[config.mk]
export PLATFORM = sky130hd
export DESIGN_NAME = rst_seq
export DESIGN_NICKNAME = d
export VERILOG_FILES = /design/src/rtl/rst_seq_pkg.sv /design/src/rtl/rst_seq_tmr.sv /design/src/rtl/rst_seq.sv
export SDC_FILE = /design/constraint.sdc
export NUM_CORES = 1
export LEC_CHECK = 0
export BUFFER_PORTS_ARGS = -buffer_cell sky130_fd_sc_hd__buf_2
export CAP_MARGIN = 20
export CORE_MARGIN = 1.5
export CORE_UTILIZATION = 59
export DETAILED_ROUTE_END_ITERATION = 16
export PLACE_DENSITY = 0.91
export SYNTH_ARGS = -nofsm -noshare
export SYNTH_HDL_FRONTEND = slang
export SYNTH_SLANG_ARGS = --single-unit
[constraint.sdc]
create_clock -name clk -period 3 [get_ports clk]
set_input_delay 0.75 -clock clk [delete_from_list [all_inputs] [get_ports clk]]
set_output_delay 0.75 -clock clk [all_outputs]
set_load 0.005 [all_outputs]
[src/rtl/rst_seq_pkg.sv]
// Shared types and constants for the reset sequencer: FSM state encoding,
// cycle counter width and the upper bound on the number of reset domains.
package rst_seq_pkg;

  localparam int CNT_W      = 32;
  localparam int NSTAGE_MAX = 8;
  localparam int IDX_W      = 3;

  typedef enum logic [2:0] {
    ST_POR     = 3'd0,
    ST_GAP     = 3'd1,
    ST_ACKWAIT = 3'd2,
    ST_RUN     = 3'd3,
    ST_SHUT    = 3'd4
  } rst_seq_state_e;

endpackage

[src/rtl/rst_seq_tmr.sv]
// Loadable up-counter shared by the POR, GAP and ACKWAIT phases. done_o is
// high while the count equals the terminal value; the count holds there.
module rst_seq_tmr
  import rst_seq_pkg::*;
(
  input  logic             clk,
  input  logic             rst_in,
  input  logic             clr_i,
  input  logic             en_i,
  input  logic [CNT_W-1:0] term_i,
  output logic             done_o
);

  logic [CNT_W-1:0] cnt_q;
  logic [CNT_W-1:0] cnt_d;

  assign done_o = (cnt_q == term_i);

  always_comb begin
    cnt_d = cnt_q;
    if (clr_i) begin
      cnt_d = '0;
    end else if (en_i && !done_o) begin
      cnt_d = cnt_q + CNT_W'(1);
    end
  end

  always_ff @(posedge clk or posedge rst_in) begin
    if (rst_in) begin
      cnt_q <= '0;
    end else begin
      cnt_q <= cnt_d;
    end
  end

endmodule

[src/rtl/rst_seq.sv]
// Power-on / soft reset sequencer: holds all domains in reset for a POR
// period, then releases them one by one in ascending order, waiting for each
// domain's acknowledge (or a timeout) before moving on.
module rst_seq
  import rst_seq_pkg::*;
#(
  parameter int unsigned NSTAGE     = 4,
  parameter int unsigned POR_CYCLES = 1000 * 1000 * 100,
  parameter int unsigned GAP_CYCLES = 16,
  parameter int unsigned ACK_TO     = 1024
) (
  input  logic              clk,
  input  logic              rst_in,
  input  logic              soft_rst_req,
  input  logic [NSTAGE-1:0] stage_ack,
  output logic [NSTAGE-1:0] rst,
  output logic [NSTAGE-1:0] rstn,
  output logic              all_ready,
  output logic              busy,
  output logic [NSTAGE-1:0] timeout_err,
  output rst_seq_state_e    dbg_state_o
);

  localparam logic [IDX_W-1:0] LAST_IDX = IDX_W'(NSTAGE - 1);
  localparam logic [CNT_W-1:0] POR_TERM = CNT_W'(POR_CYCLES);
  localparam logic [CNT_W-1:0] GAP_TERM = CNT_W'(GAP_CYCLES - 1);
  localparam logic [CNT_W-1:0] ACK_TERM = CNT_W'(ACK_TO - 1);

  rst_seq_state_e    state_q;
  logic [IDX_W-1:0]  idx_q;
  logic [NSTAGE-1:0] rst_q;
  logic [NSTAGE-1:0] tout_q;
  logic              all_ready_q;
  logic              busy_q;

  logic [NSTAGE-1:0] sel_oh;
  logic              ack_sel;
  logic              step_done;
  logic              tmr_clr;
  logic              tmr_done;
  logic [CNT_W-1:0]  tmr_term;

  // stage_ack is a level, not a handshake: only bit idx is looked at, and only
  // in ACKWAIT. A high level completes the stage at the next edge; there is no
  // ready/valid pairing and the sequencer never drives anything back on it.
  always_comb begin
    sel_oh = '0;
    for (int k = 0; k < NSTAGE; k++) begin
      sel_oh[k] = (idx_q == IDX_W'(k));
    end
  end

  assign ack_sel = |(stage_ack & sel_oh);

  always_comb begin
    tmr_term  = POR_TERM;
    step_done = 1'b0;
    case (state_q)
      ST_POR: begin
        step_done = tmr_done;
      end
      ST_GAP: begin
        tmr_term  = GAP_TERM;
        step_done = tmr_done;
      end
      ST_ACKWAIT: begin
        tmr_term  = ACK_TERM;
        step_done = ack_sel || tmr_done;
      end
      default: begin
        tmr_term  = POR_TERM;
        step_done = 1'b0;
      end
    endcase
  end

  // Counter restarts from zero whenever a phase ends or the FSM is idle.
  assign tmr_clr = step_done || (state_q == ST_RUN) || (state_q == ST_SHUT);

  rst_seq_tmr u_tmr (
    .clk    (clk),
    .rst_in (rst_in),
    .clr_i  (tmr_clr),
    .en_i   (1'b1),
    .term_i (tmr_term),
    .done_o (tmr_done)
  );

  always_ff @(posedge clk or posedge rst_in) begin
    if (rst_in) begin
      state_q     <= ST_POR;
      idx_q       <= '0;
      rst_q       <= '1;
      tout_q      <= '0;
      all_ready_q <= 1'b0;
      busy_q      <= 1'b1;
    end else begin
      case (state_q)
        ST_POR: begin
          if (step_done) begin
            state_q <= ST_GAP;
            idx_q   <= '0;
          end
        end
        ST_GAP: begin
          if (step_done) begin
            rst_q   <= rst_q & ~sel_oh;
            state_q <= ST_ACKWAIT;
          end
        end
        ST_ACKWAIT: begin
          if (step_done) begin
            if (!ack_sel) begin
              tout_q <= tout_q | sel_oh;
            end
            if (idx_q == LAST_IDX) begin
              state_q     <= ST_RUN;
              all_ready_q <= 1'b1;
              busy_q      <= 1'b0;
            end else begin
              idx_q   <= idx_q + IDX_W'(1);
              state_q <= ST_GAP;
            end
          end
        end
        ST_RUN: begin
          if (soft_rst_req) begin
            state_q     <= ST_SHUT;
            idx_q       <= LAST_IDX;
            all_ready_q <= 1'b0;
            busy_q      <= 1'b1;
          end
        end
        ST_SHUT: begin
          // Re-assert top-down, one domain per cycle, then re-release without POR.
          rst_q <= rst_q | sel_oh;
          if (idx_q == '0) begin
            state_q <= ST_GAP;
          end else begin
            idx_q <= idx_q - IDX_W'(1);
          end
        end
        default: begin
          state_q <= ST_POR;
        end
      endcase
    end
  end

  assign rst         = rst_q;
  assign rstn        = ~rst_q;
  assign all_ready   = all_ready_q;
  assign busy        = busy_q;
  assign timeout_err = tout_q;
  assign dbg_state_o = state_q;

endmodule

[Word level (Yosys, flattened, before mapping)]
Cells that the tools add are included.
Word-level totals
  register bits after elaboration: 48
  output and inout bits: 17
  logic and storage cells: 76
Cells by class
  $add $sub $neg: 3
  eq/ne operators: 17
  muxes and demuxes: 27
  bitwise logic cells: 7
  reduce and logical (&&, ||, !) cells: 15
Operator list (number)
  2-to-1 mux 32 bit: 2
  one-hot mux 27 bit (2 select lines): 1
  adder 32 x 1 -> 32 bit (second input constant): 1
  equality test 32 x 27 -> 1 bit: 1
  2-to-1 mux 3 bit: 10
  != test 2 bit (second input constant): 9
  one-hot mux 3 bit (5 select lines): 1
  equality test 3 x 2 -> 1 bit (second input constant): 4
  one-hot mux 3 bit (4 select lines): 1
  AND 4 bit: 2
  inverter 4 bit: 2
  OR 4 bit: 2
  one-hot mux 4 bit (2 select lines): 1
  equality test 3 x 1 -> 1 bit (second input constant): 2
  logical NOT 3 bit: 2
  2-to-1 mux 1 bit: 6
  one-hot mux 1 bit (2 select lines): 3
  AND reduction 6 bit: 1
  AND reduction 5 bit: 1
  2-to-1 mux 4 bit: 1
  AND reduction 4 bit: 1
  nonzero test 2 bit: 2
  nonzero test 4 bit: 1
  OR reduction 4 bit: 1
  9 further kinds: 11

[Logic depth before layout (Yosys ltp)]
Gate-level depths: netlist (run 1).
  depth after elaboration: 8
  mapped depth: 10

[Hierarchy]
A second synthesis (run 1) with hierarchy kept.
Unflattened totals
  cells, all modules: 349
  area total of the unflattened synthesis: 3218.1 sq um
By module, submodules not included
  rst_seq_tmr: instances 1, cells an instance 241, area each 2204.6 sq um, sequential area each 800.8 sq um
  rst_seq: instances 1, cells an instance 108, area each 1013.5 sq um, sequential area each 406.6 sq um

[Least setup slack after synthesis (run 1)]
OpenSTA, ideal clock, no wires.
  path kind: register -> register
  start: register u_tmr.cnt_q[0]
  end: register idx_q[0]
  library setup time: 0.124 ns
  data arrival time: 2.310 ns
  required time: 2.876 ns
  setup slack: 0.566 ns
  cell stages (with the launch flop): 7
  buffers on the path: 0
  cell sequence: dfrtp_1 or4b_1 or4_4 mux2i_4 nand2_2 a31o_1 a211o_1
Between the ends
  cells in the longest elaborated chain, start to end: 5
Ends and longest elaborated chain
  start: declaration: RTL line rst_seq_tmr.sv:14  | logic [CNT_W-1:0] cnt_q;
  start signal: assignment: RTL line rst_seq_tmr.sv:32  | cnt_q <= cnt_d;
  equality test 32 x 27 -> 1 bit *: RTL line rst_seq_tmr.sv:17  | assign done_o = (cnt_q == term_i);
  logical OR 1 bit: RTL line rst_seq.sv:68  | step_done = ack_sel || tmr_done;
  one-hot mux 1 bit (2 select lines) *: RTL line rst_seq.sv:58  | case (state_q)
  != test 2 bit (no line)
  AND reduction 6 bit (no line) *
  end signal: assignment: RTL line rst_seq.sv:121  | idx_q <= idx_q + IDX_W'(1);
  end signal: assignment: RTL line rst_seq.sv:140  | idx_q <= idx_q - IDX_W'(1);
  end: declaration: RTL line rst_seq.sv:30  | logic [IDX_W-1:0] idx_q;
Every way passes the cells marked *; elsewhere a longest branch is shown, timed or not.
A chain may end at the register's enable or synchronous reset.

[Final worst setup path (run 1)]
  start: register u_tmr.cnt_q[4]
  end: register idx_q[0]
Same word-level chain as after synthesis.

==> results.tsv, run 1 <==
stage	metric	value	unit
synthesis	synth_top_cell_by_area	sky130_fd_sc_hd__dfrtp_1	
synthesis	synth-warning-count	0	
timing	report.final.hold_viol_count	0	
global_route	vias_in_the_first_global_route	2130	
clocking	clock-sinks	48	
synthesis	synthesis.area	2780	um2
clocking	max-clock-path-buffers	2	
routing	drc	0	
global_route	antenna_violations_before_repair	0	
synthesis	postSynthNetCount	314	
synthesis	synth.area.top_cells	sky130_fd_sc_hd__dfrtp_1 39%, sky130_fd_sc_hd__xnor2_1 6.0%, sky130_fd_sc_hd__dfstp_2 4.7%, sky130_fd_sc_hd__nor2_1 4.7%, sky130_fd_sc_hd__nand2_1 3.4%	
synthesis	synthArstFlopShare	100	%
place	buffer_ports.inserted	23	
die	die_h	71.7	um
timing	timing.hold.ws	0.293	ns
global_route	grt_first_pass_wirelength	10200	um
global_route	grt_start_max_net_pins	49	
global_route	grt_overflow	0	
critical_path	critical_path.cell_chain	or4_1 -> or3_1 -> a211oi_2 -> nand2_2 -> a31o_1 -> a211o_1	
routing	wl_met1	2790	um
routing	met3RoutedLength	342	um
clocking	cts_hold_buffers	0	
clocking	tritoncts.num_buffers	5	
critical_path	r2r_setup_slk	0.36	ns
synthesis	postSynthAreaPerCell	9.28	um2
die	start_util	62.6	%
global_route	gr-usage-all-layers	25.4	%
critical_path	setup.worst_path.end_class	register	
status	outcome	complete, no violations	
job	drv_cap	0	
clocking	post_cts_buffers	0	
synthesis	synth-seq-cells	48	
die	dieArea	5140	um2
synthesis	synth_top_cell_area_share	38.7	%
pwr	report.power.total	1.12	mW
layout	layout.nets	337	
routing	routed-via-count	2319	
routing	top_signal_layer_used	met4	
routing	final_antenna_net_count	0	
critical_path	critical_path_arrival	2.84	ns
layout	layout_commonest_cell	sky130_fd_sc_hd__dfrtp_1	
clocking	root_buffer	sky130_fd_sc_hd__clkbuf_8	
routing	detail_route.vias_per_cell	6.17	
timing	fmaxAchievable	378	MHz
die	design.portCount	24	
clocking	post_cts.resized_instances	0	
die	floorplan_core_area	4440	um2
clocking	insertion_delay	0.31	ns
critical_path	cp_slowest_cell	sky130_fd_sc_hd__or4_1	
timing	fin_crit_period	2.64	ns
clocking	tritoncts_clock_tree	built	
pwr	vdd.ir_drop.worst	0.277	mV
timing	worst_slew_pin_slew	0.444	ns
synthesis	synth_seq_area_share	43.4	%
critical_path	cpLargestDelayFamily	simple AND/OR/NAND/NOR gates	
layout	final_cell_mix	43 x sky130_fd_sc_hd__dfrtp_1, 35 x sky130_fd_sc_hd__nor2_1, 25 x sky130_fd_sc_hd__nand2_1, 23 x sky130_fd_sc_hd__buf_2, 19 x sky130_fd_sc_hd__xnor2_1	
critical_path	r2r_start	u_tmr.cnt_q[4]	
critical_path	timing.critical_path.from_type	register	
timing	setup_total_negative_slack	0	ns
layout	syn2layout_area_growth	9.21	%
critical_path	r2r_cells	6	
synthesis	number_of_library_cell_types_mapped_by_synthesis	56	
timing	timing.slew.headroom	70.4	%
timing	report.final.setup_viol	0	
place	gp_congestion	0.918	
timing	grt_setup_unrepaired	no	
routing	drt-wirelength-per-cell	16.2	um
critical_path	critPathRequiredTime	3.20	ns
routing	drt_iter0_drc	241	
layout	n_antenna_cell	0	
critical_path	worstReg2RegEnd	idx_q[0]	
routing	met2RoutedLength	2830	um
timing	report.final.slew_viol_count	0	
pwr	power.density_cell_area	369	nW/um2
critical_path	cp_max_fo	10	
routing	drt-pass1-iter-count	5	
die	fp-row-count	24	
layout	final-seq-area	1210	um2
die	floorplan.die.width	71.7	um
timing	clock_skew	0.00808	ns
pwr	total_leakage_power	1.32	nW
clocking	h-tree-depth	2	
critical_path	critical_path.n_buffers_inverters	0	
layout	number_of_fill_cells	341	
worst_hold_path	hold_class	in2async	
timing	post-route-period-util	88.1	%
clocking	clk_pin_slew	0.09	ns
layout	multiInputGateArea	1440	um2
routing	wl	6090	um
synthesis	synthesis.instances	300	
layout	drive_above_1_share	16.0	%
critical_path	cp_class	reg2reg	
synthesis	most_used_flip_flop_cell_after_synthesis	sky130_fd_sc_hd__dfrtp_1	
synthesis	synth-edff-count	0	
critical_path	worst_path_largest_cell_delay	0.53	ns
place	place.detailed.hpwl	4170	um
==> worst max path at each step <==
stage	start	to	slack, ns	cells after the start
after floorplan	u_tmr.cnt_q[0]	idx_q[0]	0.57	6
after CTS	u_tmr.cnt_q[4]	idx_q[0]	0.38	6
final	u_tmr.cnt_q[4]	idx_q[0]	0.36	6
after detailed placement	u_tmr.cnt_q[4]	idx_q[0]	0.40	6
after global routing	u_tmr.cnt_q[4]	u_tmr.cnt_q[19]	0.25	7
after global placement	u_tmr.cnt_q[0]	idx_q[0]	0.49	6
==> worst register-to-register path, stage by stage, from the launching register on <==
cell	delay, ns
sky130_fd_sc_hd__dfrtp_1	0.45
sky130_fd_sc_hd__or4_1	0.53
sky130_fd_sc_hd__or3_1	0.33
sky130_fd_sc_hd__a211oi_2	0.40
sky130_fd_sc_hd__nand2_2	0.25
sky130_fd_sc_hd__a31o_1	0.28
sky130_fd_sc_hd__a211o_1	0.30
==> stage by stage <==
| step | instance area [um2] | setup WS [ns] | std cells | utilization, % |
|---|---|---|---|---|
| 2_1_floorplan | 2780 | 0.566 | 300 | - |
| 3_3_place_gp | 2910 | 0.486 | 367 | 65.5 |
| 3_5_place_dp | 2910 | 0.400 | 367 | 65.5 |
| 4_1_cts | 3020 | 0.380 | 375 | 68.0 |
| 5_1_grt | 3040 | 0.250 | 376 | 68.4 |
| 6_report | 3040 | 0.358 | 376 | 68.4 |
==> cell type report <==
class	count	area share [%]
Tap cell	52	2.14
Clock buffer	6	2.39
Inverter	13	1.60
Multi-Input combinational cell	226	47.3
Sequential cell	48	39.7
Clock inverter	2	1.15
Timing Repair Buffer	29	5.68
==> kinds of logic after synthesis <==
kind of cell | after synthesis | share of synthesized area, %
adder cells (fa/ha/maj) | 7 | 3.15
AND/OR/NAND/NOR | 133 | 25.1
multiplexers | 4 | 1.89
flip-flops | 48 | 43.4
buffers and inverters | 26 | 4.94
XOR/XNOR | 25 | 7.87
AO/OA/AOI/OAI | 57 | 13.7
==> power by group <==
group          leakage, nW  internal (mW)  switching, mW  total [mW]
Combinational        0.649        0.00564         0.0143      0.0199
Clock               0.0552          0.247          0.209       0.456
Sequential           0.617          0.647              0       0.647
==> sequential cells by signal (all words and copies together), names as in the netlist, named ones only <==
register,cells
all_ready,1
busy,1
dbg_state_o,3
idx_q,3
timeout_err,4
u_tmr.cnt_q,32
==> metal layers <==
layer  global-route usage, %  vias to the layer above
met5                       0                        -
li1                        -                     1114
met1                    36.5                     1110
met2                    37.8                       81
met3                    5.06                       14
met4                    10.5                        0
==> cell usage after synthesis, types with 5 or more instances <==
library cell               number
sky130_fd_sc_hd__or4_1          5
sky130_fd_sc_hd__nor3_1         7
sky130_fd_sc_hd__nand2_1       25
sky130_fd_sc_hd__nand4_1        8
sky130_fd_sc_hd__xor2_1         6
sky130_fd_sc_hd__xnor2_1       19
sky130_fd_sc_hd__inv_1         13
sky130_fd_sc_hd__dfrtp_1       43
sky130_fd_sc_hd__o31ai_1        5
sky130_fd_sc_hd__nor4_1         8
sky130_fd_sc_hd__dfstp_2        5
sky130_fd_sc_hd__nand3_1       12
sky130_fd_sc_hd__o21ai_0        9
sky130_fd_sc_hd__clkbuf_1       6
sky130_fd_sc_hd__ha_1           7
sky130_fd_sc_hd__nor2_1        35
sky130_fd_sc_hd__or3_1          7
sky130_fd_sc_hd__a21oi_1       15
No activity file was read; power rests on OpenSTA's default activity.
==> run 2, diff against run 1 <==
--- a/config.mk
+++ b/config.mk
@@ -9,6 +9,7 @@
 export CAP_MARGIN = 20
 export CORE_MARGIN = 1.5
 export CORE_UTILIZATION = 59
+export CTS_BUF_LIST = sky130_fd_sc_hd__clkbuf_16
 export DETAILED_ROUTE_END_ITERATION = 16
 export PLACE_DENSITY = 0.91
 export SYNTH_ARGS = -nofsm -noshare
==> run 2 against run 1 <==
Compared with the run above: via count rose by 2.5%; power grew 14%; cell count stayed put; sequential share of layout area fell by 0.72 points; flip-flop and latch count did not move; count of clock-buffer cells in the layout is 1 lower; design area increased by 1.9%; utilization is 1.3 points higher; fmax down 0.17%.
==> results.tsv, run 2 (synthesized netlist as in run 1, its figures left out) <==
stage	metric	value	unit	change
layout	layout.nets	337		unchanged
layout	drive_above_1_share	16.0	%	unchanged
clocking	tritoncts.num_buffers	5		unchanged
layout	largest_register	u_tmr.cnt_q		
routing	detail_route.vias_per_cell	6.32		+2.5%
routing	routed-via-count	2377		+2.5%
routing	drc	0		unchanged
clocking	insertion_delay	0.29	ns	-0.02 ns
place	placed_cells_incl_taps	367		unchanged
layout	n_antenna_cell	0		unchanged
critical_path	critPathRequiredTime	3.17	ns	-0.03 ns
routing	top_signal_layer_used	met4		
routing	met3RoutedLength	356	um	+4.1%
routing	drt_iter0_drc	332		+38%
routing	wl_met1	2820	um	+1.2%
global_route	grt_start_max_net_pins	49		unchanged
timing	worst_slew_pin_slew	0.432	ns	-0.0115 ns
die	design.portCount	24		unchanged
place	dp_slack	0.400	ns	unchanged
routing	final_antenna_net_count	0		unchanged
layout	syn2layout_area_growth	11.2	%	
timing	setup_total_negative_slack	0	ns	unchanged
layout	largest_register_ffs	32		unchanged
pwr	vdd.ir_drop.worst	0.343	mV	+24%
die	fp-row-count	24		unchanged
job	drv_cap	0		unchanged
die	floorplan.die.width	71.7	um	unchanged
routing	drt-wirelength-per-cell	16.8	um	+3.7%
timing	clock_skew	0.00561	ns	-0.00247 ns
layout	final_cell_mix	43 x sky130_fd_sc_hd__dfrtp_1, 35 x sky130_fd_sc_hd__nor2_1, 25 x sky130_fd_sc_hd__nand2_1, 23 x sky130_fd_sc_hd__buf_2, 19 x sky130_fd_sc_hd__xnor2_1		
clocking	root_buffer	sky130_fd_sc_hd__clkbuf_16		
clocking	max-clock-path-buffers	2		unchanged
place	buffer_ports.inserted	23		unchanged
timing	report.final.slew_viol_count	0		unchanged
die	die_h	71.7	um	unchanged
critical_path	cp_max_fo	10		unchanged
worst_hold_path	hold_class	in2async		
timing	report.final.setup_viol	0		unchanged
critical_path	cp_class	reg2reg		
global_route	grt_first_pass_wirelength	10400	um	+2.4%
global_route	gr-usage-all-layers	25.8	%	+0.45 points
timing	timing.slew.headroom	70.8	%	+0.45 points
critical_path	timing.critical_path.from_type	register		
pwr	total_leakage_power	1.35	nW	+2.3%
clocking	clock-sinks	48		unchanged
timing	report.final.hold_viol_count	0		unchanged
timing	post-route-period-util	88.2	%	+0.15 points
place	gp_congestion	0.918		unchanged
timing	postLayoutSetupSlackWorst	0.353	ns	-0.00446 ns
clocking	clk_pin_slew	0.06	ns	-0.03 ns
status	outcome	complete, no violations		
global_route	vias_in_the_first_global_route	2161		+1.5%
layout	fin_cells	376		unchanged
timing	fmaxAchievable	378	MHz	-0.17%
pwr	power.density_cell_area	415	nW/um2	+12%
layout	finish.utilization	69.7	%	+1.3 points
clocking	h-tree-depth	2		unchanged
die	start_util	62.6	%	unchanged
die	floorplan_core_area	4440	um2	unchanged
timing	grt_setup_unrepaired	no		
global_route	grt_overflow	0		unchanged
pwr	report.power.total	1.28	mW	+14%
routing	met2RoutedLength	3020	um	+6.9%
clocking	cts_hold_buffers	0		unchanged
clocking	post_cts.resized_instances	0		unchanged
global_route	antenna_violations_before_repair	0		unchanged
critical_path	critical_path_arrival	2.82	ns	-0.02 ns
layout	layout_commonest_cell	sky130_fd_sc_hd__dfrtp_1		
clocking	post_cts_buffers	0		unchanged
timing	fin_crit_period	2.65	ns	+0.00446 ns
clocking	tritoncts_clock_tree	built		
routing	drt-pass1-iter-count	5		unchanged
place	place.detailed.hpwl	4170	um	unchanged
die	dieArea	5140	um2	unchanged
routing	wl	6320	um	+3.7%
critical_path	setup.worst_path.end_class	register		
==> run 2: cell types whose count changed in the layout (fill, tap and decap cells not counted) <==
| cell | delta |
|---|---|
| sky130_fd_sc_hd__clkbuf_8 | -5 |
| sky130_fd_sc_hd__clkbuf_1 | -1 |
| sky130_fd_sc_hd__inv_1 | +1 |
| sky130_fd_sc_hd__clkbuf_16 | +5 |
==> run 2: per-layer routing <==
layer / up-vias / track usage (%)
li1: 1122 / -
met4: 0 / 8.18
met1: 1154 / 37.0
met3: 14 / 4.78
met5: - / 0
met2: 87 / 40.0
==> run 2: per-stage QoR <==
step,instance area [um2],hold WS [ns]
finish,3100,0.317
global route,3100,0.319
CTS,3080,0.472
detailed placement,2910,0.458
global placement,2910,0.441
floorplan,2780,0.451
==> run 2: cell type report <==
| type | count | area [um2] |
|---|---|---|
| flip-flops and latches | 48 | 1210 |
| clock inverters | 3 | 38.8 |
| fillers | 327 | 1350 |
| multi-input cells | 226 | 1440 |
| repair buffers | 29 | 173 |
| clock buffers | 5 | 125 |
| well taps | 52 | 65.1 |
| inverters | 13 | 48.8 |
==> run 2: power by group <==
group / switching (mW) / internal (mW) / total, mW
combinational: 0.0140 / 0.00563 / 0.0196
clock: 0.229 / 0.388 / 0.617
sequential: 0 / 0.648 / 0.648
total: 0.243 / 1.04 / 1.28
==> run 2: path summary, 6_finish.rpt <==
kind | start | end | slack, ns | depth (start not counted)
max in group asynchronous | rst_in | async pin | 2.20 | 3
min reg2reg | timeout_err[0] | timeout_err[0] | 0.47 | 1
min | rst_in | u_tmr.cnt_q[3] | 0.32 | 2
max | u_tmr.cnt_q[4] | idx_q[0] | 0.35 | 6
max reg2reg | u_tmr.cnt_q[4] | idx_q[0] | 0.35 | 6
min in group clk | timeout_err[0] | timeout_err[0] | 0.47 | 1
==> run 2: critical path: stages (launching register included) <==
cell	delay [ns]
sky130_fd_sc_hd__dfrtp_1	0.45
sky130_fd_sc_hd__or4_1	0.53
sky130_fd_sc_hd__or3_1	0.33
sky130_fd_sc_hd__a211oi_2	0.40
sky130_fd_sc_hd__nand2_2	0.25
sky130_fd_sc_hd__a31o_1	0.28
sky130_fd_sc_hd__a211o_1	0.30
